**src/rtl/twiddle_seq_ctrl.sv**
```systemverilog
// twiddle_seq_ctrl
// Sequences one in-place radix-2 DIT FFT pass over N = 2^N_LOG2 points
// (bit-reversed input). It walks stages, twiddle positions and groups, and
// hands operand addresses to the butterfly datapath over valid/ready. The
// twiddle ROM is read and the holding register (C, C+S, C-S) is reloaded
// only when the twiddle index k changes.
//
// Ports:
//   i_clk       system clock, rising edge
//   i_reset     asynchronous active-high reset, forces IDLE
//   i_start     one-cycle request to run a full pass (only seen in IDLE)
//   i_bf_ready  butterfly datapath accepts the current operands
//   o_tw_addr   twiddle ROM index k
//   o_c_we      write enable of the twiddle holding register
//   o_bf_valid  o_addr_a/o_addr_b/o_stage are valid
//   o_addr_a    upper operand address
//   o_addr_b    lower operand address (o_addr_a + span)
//   o_stage     current stage
//   o_busy      high from the cycle after start accept through DONE
//   o_done      one-cycle pulse at end of pass
//
// state  | meaning
// IDLE   | waiting for i_start
// FETCH  | o_tw_addr presented to the ROM for ROM_LAT cycles
// LOAD   | o_c_we pulse, ROM data captured into the holding register
// ISSUE  | butterfly operands offered with o_bf_valid
// DONE   | o_done pulse, back to IDLE
module twiddle_seq_ctrl #(
  parameter int N_LOG2  = 4,
  parameter int ROM_LAT = 1,
  parameter int STAGE_W = 4
) (
  input  logic                i_clk,
  input  logic                i_reset,
  input  logic                i_start,
  input  logic                i_bf_ready,
  output logic [N_LOG2-2:0]   o_tw_addr,
  output logic                o_c_we,
  output logic                o_bf_valid,
  output logic [N_LOG2-1:0]   o_addr_a,
  output logic [N_LOG2-1:0]   o_addr_b,
  output logic [STAGE_W-1:0]  o_stage,
  output logic                o_busy,
  output logic                o_done
);

  localparam int K_W   = N_LOG2 - 1;
  localparam int LAT_W = (ROM_LAT > 1) ? $clog2(ROM_LAT) : 1;

  typedef enum logic [2:0] {S_IDLE, S_FETCH, S_LOAD, S_ISSUE, S_DONE} state_t;

  state_t             r_state;
  logic [STAGE_W-1:0] r_stage;
  logic [K_W-1:0]     r_pos;
  logic [K_W-1:0]     r_grp;
  logic [LAT_W-1:0]   r_lat;
  logic [K_W-1:0]     r_loaded_k;
  logic               r_loaded_valid;

  logic [STAGE_W-1:0] w_nxt_stage;
  logic [K_W-1:0]     w_nxt_pos;
  logic [K_W-1:0]     w_nxt_grp;
  logic [K_W-1:0]     w_span_m1;
  logic [K_W-1:0]     w_grp_m1;
  logic [K_W-1:0]     w_nxt_k;
  logic [N_LOG2-1:0]  w_nxt_a;
  logic [N_LOG2-1:0]  w_nxt_b;
  logic               w_last;

  // k = pos << (N_LOG2-1-s)
  function automatic logic [K_W-1:0] f_k(input logic [STAGE_W-1:0] s,
                                         input logic [K_W-1:0] p);
    return K_W'(int'(p) << (N_LOG2 - 1 - int'(s)));
  endfunction

  // addr_a = grp*2*span + pos
  function automatic logic [N_LOG2-1:0] f_addr_a(input logic [STAGE_W-1:0] s,
                                                 input logic [K_W-1:0] g,
                                                 input logic [K_W-1:0] p);
    return N_LOG2'((int'(g) << (int'(s) + 1)) + int'(p));
  endfunction

  assign o_stage = r_stage;

  // Next iteration point: groups innermost, then positions, then stages.
  always_comb begin
    w_span_m1   = K_W'((1 << int'(r_stage)) - 1);
    w_grp_m1    = K_W'(((1 << K_W) >> int'(r_stage)) - 1);
    w_nxt_stage = r_stage;
    w_nxt_pos   = r_pos;
    w_nxt_grp   = r_grp;
    w_last      = 1'b0;
    if (r_grp != w_grp_m1) begin
      w_nxt_grp = r_grp + 1'b1;
    end else begin
      w_nxt_grp = '0;
      if (r_pos != w_span_m1) begin
        w_nxt_pos = r_pos + 1'b1;
      end else begin
        w_nxt_pos = '0;
        if (r_stage == STAGE_W'(N_LOG2 - 1)) w_last = 1'b1;
        else                                 w_nxt_stage = r_stage + 1'b1;
      end
    end
    w_nxt_k = f_k(w_nxt_stage, w_nxt_pos);
    w_nxt_a = f_addr_a(w_nxt_stage, w_nxt_grp, w_nxt_pos);
    w_nxt_b = w_nxt_a + N_LOG2'(1 << int'(w_nxt_stage));
  end

  always_ff @(posedge i_clk or posedge i_reset) begin
    if (i_reset) begin
      r_state        <= S_IDLE;
      r_stage        <= '0;
      r_pos          <= '0;
      r_grp          <= '0;
      r_lat          <= '0;
      r_loaded_k     <= '0;
      r_loaded_valid <= 1'b0;
      o_tw_addr      <= '0;
      o_c_we         <= 1'b0;
      o_bf_valid     <= 1'b0;
      o_addr_a       <= '0;
      o_addr_b       <= '0;
      o_busy         <= 1'b0;
      o_done         <= 1'b0;
    end else begin
      case (r_state)
        S_IDLE: begin
          if (i_start) begin
            r_state        <= S_FETCH;
            r_stage        <= '0;
            r_pos          <= '0;
            r_grp          <= '0;
            r_lat          <= LAT_W'(ROM_LAT - 1);
            r_loaded_valid <= 1'b0;
            o_tw_addr      <= '0;
            o_addr_a       <= '0;
            o_addr_b       <= N_LOG2'(1);
            o_busy         <= 1'b1;
          end
        end
        S_FETCH: begin
          if (r_lat == '0) begin
            r_state <= S_LOAD;
            o_c_we  <= 1'b1;
          end else begin
            r_lat <= r_lat - 1'b1;
          end
        end
        S_LOAD: begin
          o_c_we         <= 1'b0;
          r_loaded_k     <= o_tw_addr;
          r_loaded_valid <= 1'b1;
          o_bf_valid     <= 1'b1;
          r_state        <= S_ISSUE;
        end
        S_ISSUE: begin
          if (i_bf_ready) begin
            if (w_last) begin
              r_state    <= S_DONE;
              o_bf_valid <= 1'b0;
              o_done     <= 1'b1;
            end else begin
              r_stage  <= w_nxt_stage;
              r_pos    <= w_nxt_pos;
              r_grp    <= w_nxt_grp;
              o_addr_a <= w_nxt_a;
              o_addr_b <= w_nxt_b;
              // Same twiddle already in the holding register: keep issuing.
              if (!(r_loaded_valid && (w_nxt_k == r_loaded_k))) begin
                r_state    <= S_FETCH;
                o_bf_valid <= 1'b0;
                o_tw_addr  <= w_nxt_k;
                r_lat      <= LAT_W'(ROM_LAT - 1);
              end
            end
          end
        end
        S_DONE: begin
          o_done  <= 1'b0;
          o_busy  <= 1'b0;
          r_state <= S_IDLE;
        end
        default: r_state <= S_IDLE;
      endcase
    end
  end

endmodule
```
**config.mk**
```make
export PLATFORM = sky130hd
export DESIGN_NAME = twiddle_seq_ctrl
export DESIGN_NICKNAME = d
export VERILOG_FILES = /design/src/rtl/twiddle_seq_ctrl.sv
export SDC_FILE = /design/constraint.sdc
export NUM_CORES = 1
export LEC_CHECK = 0
export CAP_MARGIN = 20
export CORE_ASPECT_RATIO = 2
export CORE_MARGIN = 4
export CORE_UTILIZATION = 55
export DETAILED_ROUTE_END_ITERATION = 10
export DONT_BUFFER_PORTS = 1
export PLACE_DENSITY = 0.8
export SLEW_MARGIN = 10
export SYNTH_ARGS = -nofsm -noshare
export SYNTH_HDL_FRONTEND = slang
export SYNTH_SLANG_ARGS = --single-unit
```
**constraint.sdc**
```tcl
create_clock -name i_clk -period 6.8 [get_ports i_clk]
set_clock_uncertainty 0.2 [all_clocks]
set_input_delay 1.36 -clock i_clk [delete_from_list [all_inputs] [get_ports i_clk]]
set_output_delay 1.36 -clock i_clk [all_outputs]
set_load 0.005 [all_outputs]
```
==> results.md <==
- Number of endpoints with negative hold slack in the final report: 0
- Final sum of negative setup slack: 0 ns
- Quantity of hold-fixing buffers added after cts: 0
- Die width: 54.07 um
- Clock edge transition at the registers on the reported setup and hold paths: 0.07 ns
- Area of the die: 5415 um^2
- Cells after Synth: 268
- Total number of vias: 2053
- Number of placement rows: 33
- Static Leak: 1.133 nW
- Pin count of the biggest net entering global routing: 33
- Startpoint-to-endpoint class of the critical path: reg -> reg
- Maximum achievable frequency: 0.1577 GHz
- Cell taking the most area after synthesis: dfrtp_1
- Filler Cells Inserted: 328
- Number of max-slew violations in the final report: 0
- Wire per inst: 18.13 um
- Proportion of layout cells with a drive suffix above 1: 0.1301
- IR Drop Worst-Case VDD: 0.0002861 V
- Height of the die: 100.1 um
- Overflow after GRT: 0
- Critical Path End Type: flip-flop
- Area of the core: 4088 um^2
- Number of nets at the end of the flow: 287
- Cells taking the most area after synthesis: dfrtp_1, ha_1, o21ai_0, nand2_1, xnor2_1
- Arrival time at the worst endpoint: 6.30 ns
- Clock latency on the worst-skew pair: 0.29 ns
- Drt pass-1 iters: 4
- Post-Synthesis Net Count: 286
- Sequential share of the synthesized area: 0.3430
- Most frequent standard cell in the layout excluding fill and tap cells: dfrtp_1
- Outcome: completed
- Final Cycle Share: 0.9328
- Number of synthesized flops with an enable pin: 0
- Initial cell density of the core: 0.5712
- Worst Max-Slew Pin Slew: 0.6172 ns
- Most used flip-flop cell after synthesis: dfrtp_1
- Min Tclk post-route: 6.343 ns
- Slew headroom: 0.5768
- Post-synthesis async set-or-reset flop share: 1.000
- Power per cell area: 360.3 nW/um^2
- Leading cell types in the layout, fill and taps excluded: dfrtp_1, nand2_1, nor2_1
- Clock Tree Buf Depth: 2
- Clock root cell: clkbuf_8
- Count of buffers from port buffering: 0
- Count of cell types in the netlist: 50
- DR vias/cell: 6.396
- Count of synthesis-stage warnings from yosys: 0
- Layout overhead on the synthesized area: 7.074%
- Vias in the first global route: 2067
- Deepest level of the CTS H-tree: 2
- Proportion of netlist area held by the largest area contributor: 0.3430
- Detailed placement HPWL: 4423 um
- Number of standard cells in the final layout excluding fillers: 321
- Sort of element at the start of the critical path: flip-flop
- Worst path required time: 6.75 ns
- Number of clock sinks: 32
- Last weighted congestion value of the routability-driven placer: 0.9632
- Number of antenna violations at the first check in global routing: 0
- Setup violation total in the final timing report: 0
- Global Route Usage Sum: 0.2429
- Dpl cells: 314
- Max-capacitance violation count: 0
- Number of buffers created by CTS: 5
- Total wirelength of the detailed-routed design: 5821 um
- Number of remaining DRC errors: 0
- Ports placed on the boundary: 23
- Average size of a mapped cell: 8.712 um^2
- Setup repair after global routing missed its margin: false
- Number of storage elements in the synthesis netlist: 32
- Post-synthesis instance area: 2335 um^2
- Wire length of the first global-routing pass: 9542 um
- TritonCTS clock tree: built
- Biggest fanout along the worst timing path: 17
- Iteration-0 DRC Markers: 100
- Diode insertion count for antenna repair: 0
- Count of nets left with antenna violations after detail routing: 0
- Class of the most critical hold timing path: reg -> reg
-- cells by family (layout without fill, tap and decap cells) --
| group | after synthesis | after routing | synth area share |
|---|---|---|---|
| flops | 32 | 32 | 0.3430 |
| fa+ha+maj | 14 | 14 | 0.08146 |
| xor+xnor | 18 | 18 | 0.06752 |
| buf+inv | 33 | 34 | 0.06163 |
| simple gates | 99 | 99 | 0.2219 |
| mux | 7 | 7 | 0.03215 |
| compound gates | 65 | 65 | 0.1924 |
-- power breakdown --
part / switching (W) / leakage [nW] / internal [W]
combinational: 0.000286 / 0.682 / 0.000191
sequential: 0.0000474 / 0.410 / 0.000235
clock: 0.0000729 / 0.0400 / 0.0000692
total: 0.000406 / 1.13 / 0.000495
-- critical path: stages, from the launching register on --
cell and delay [ns]:
dfrtp_1 0.59, buf_4 0.26, and4bb_1 0.32, inv_1 0.06
ha_1 0.18, xnor2_1 0.13, xnor2_1 0.14, or3_1 0.56
o31ai_2 0.39, and2_4 0.25, clkinv_8 0.07, ha_1 0.21
nand3b_1 0.15, o21ai_0 0.13, nand2_1 0.10, or3_1 0.38
nor3_1 0.15, ha_1 0.21, inv_1 0.06, fa_1 0.56
inv_1 0.06, ha_1 0.28, a21o_1 0.17, a21oi_1 0.17
xor2_1 0.19, xnor2_1 0.14, o21ai_0 0.10
-- layer usage --
| metal | up-vias | share of wire | GRT usage |
|---|---|---|---|
| met2 | 76 | 0.53 | 0.4009 |
| met5 | - | 0 | 0 |
| met3 | 27 | 0.048 | 0.04903 |
| met4 | 0 | 0.060 | 0.1727 |
| li1 | 955 | - | - |
| met1 | 995 | 0.36 | 0.2618 |
-- stage by stage --
step	hold WS, ns	setup slack [ns]	util	power (W)	area [um^2]
after floorplan	0.2496	0.9819	-	0.0006325	2335
after global placement	0.2635	0.2929	0.5889	0.0007468	2407
after detailed placement	0.2729	0.2163	0.5889	0.0007559	2407
after CTS	0.2883	0.2153	0.6088	0.0008998	2489
after global routing	0.3329	0.05426	0.6116	0.0009779	2500
final	0.2888	0.4572	0.6116	0.0009008	2500
-- flip-flops by register name (all words and copies together), names as in the netlist --
register,count
o_addr_a,4
o_addr_b,4
o_bf_valid,1
o_busy,1
o_c_we,1
o_done,1
o_stage,4
o_tw_addr,3
r_grp,3
r_loaded_k,3
r_loaded_valid,1
r_pos,3
r_state,3
-- synth_stat cells (3+ instances only) --
master	count
a32o_1	3
mux2i_1	3
o21ai_0	21
xor2_1	7
xnor2_1	11
dfrtp_1	32
a31oi_1	4
nor3_1	11
buf_2	6
o31ai_1	10
inv_1	17
a21o_1	6
ha_1	12
or3_1	3
and2_1	3
nor2_1	24
nand4_1	3
nand3_1	10
clkbuf_1	9
mux2_2	4
nand2_1	26
a21oi_1	7
-- what timing repair did --
| item | 4_1_cts | 5_1_grt |
|---|---|---|
| setup endpoints to repair | 0 | 1 |
| buffers inserted | 0 | 0 |
| gates resized for setup | 0 | 2 |
-- area by class of cell --
| class | count | area, um^2 | area share |
|---|---|---|---|
| Tap cell | 52 | 65.06 | 0.02603 |
| Clock inverter | 2 | 12.51 | 0.005005 |
| Inverter | 18 | 80.08 | 0.03203 |
| Timing Repair Buffer | 9 | 67.56 | 0.02703 |
| Sequential cell | 32 | 800.8 | 0.3203 |
| Multi-Input combinational cell | 203 | 1405 | 0.5621 |
| Clock buffer | 5 | 68.82 | 0.02753 |
-- final timing paths --
| check | startpoint | end | slack, ns | depth (start not counted) |
|---|---|---|---|---|
| worst min-delay path | r_loaded_valid$_DFFE_PP0P_ | r_loaded_valid$_DFFE_PP0P_ | 0.29 | 1 |
| worst max-delay path | o_stage[3]$_DFFE_PP0P_ | o_addr_b[3]$_DFFE_PP0P_ | 0.46 | 26 |
| worst max register to register | o_stage[3]$_DFFE_PP0P_ | o_addr_b[3]$_DFFE_PP0P_ | 0.46 | 26 |
| worst min register to register | r_loaded_valid$_DFFE_PP0P_ | r_loaded_valid$_DFFE_PP0P_ | 0.29 | 1 |
| max in group asynchronous | i_reset | r_grp[1]$_DFFE_PP0P_ | 5.24 | 2 |
| min in group asynchronous | i_reset | o_addr_b[1]$_DFFE_PP0P_ | 0.84 | 2 |
Power figures use the tool's default switching activity.
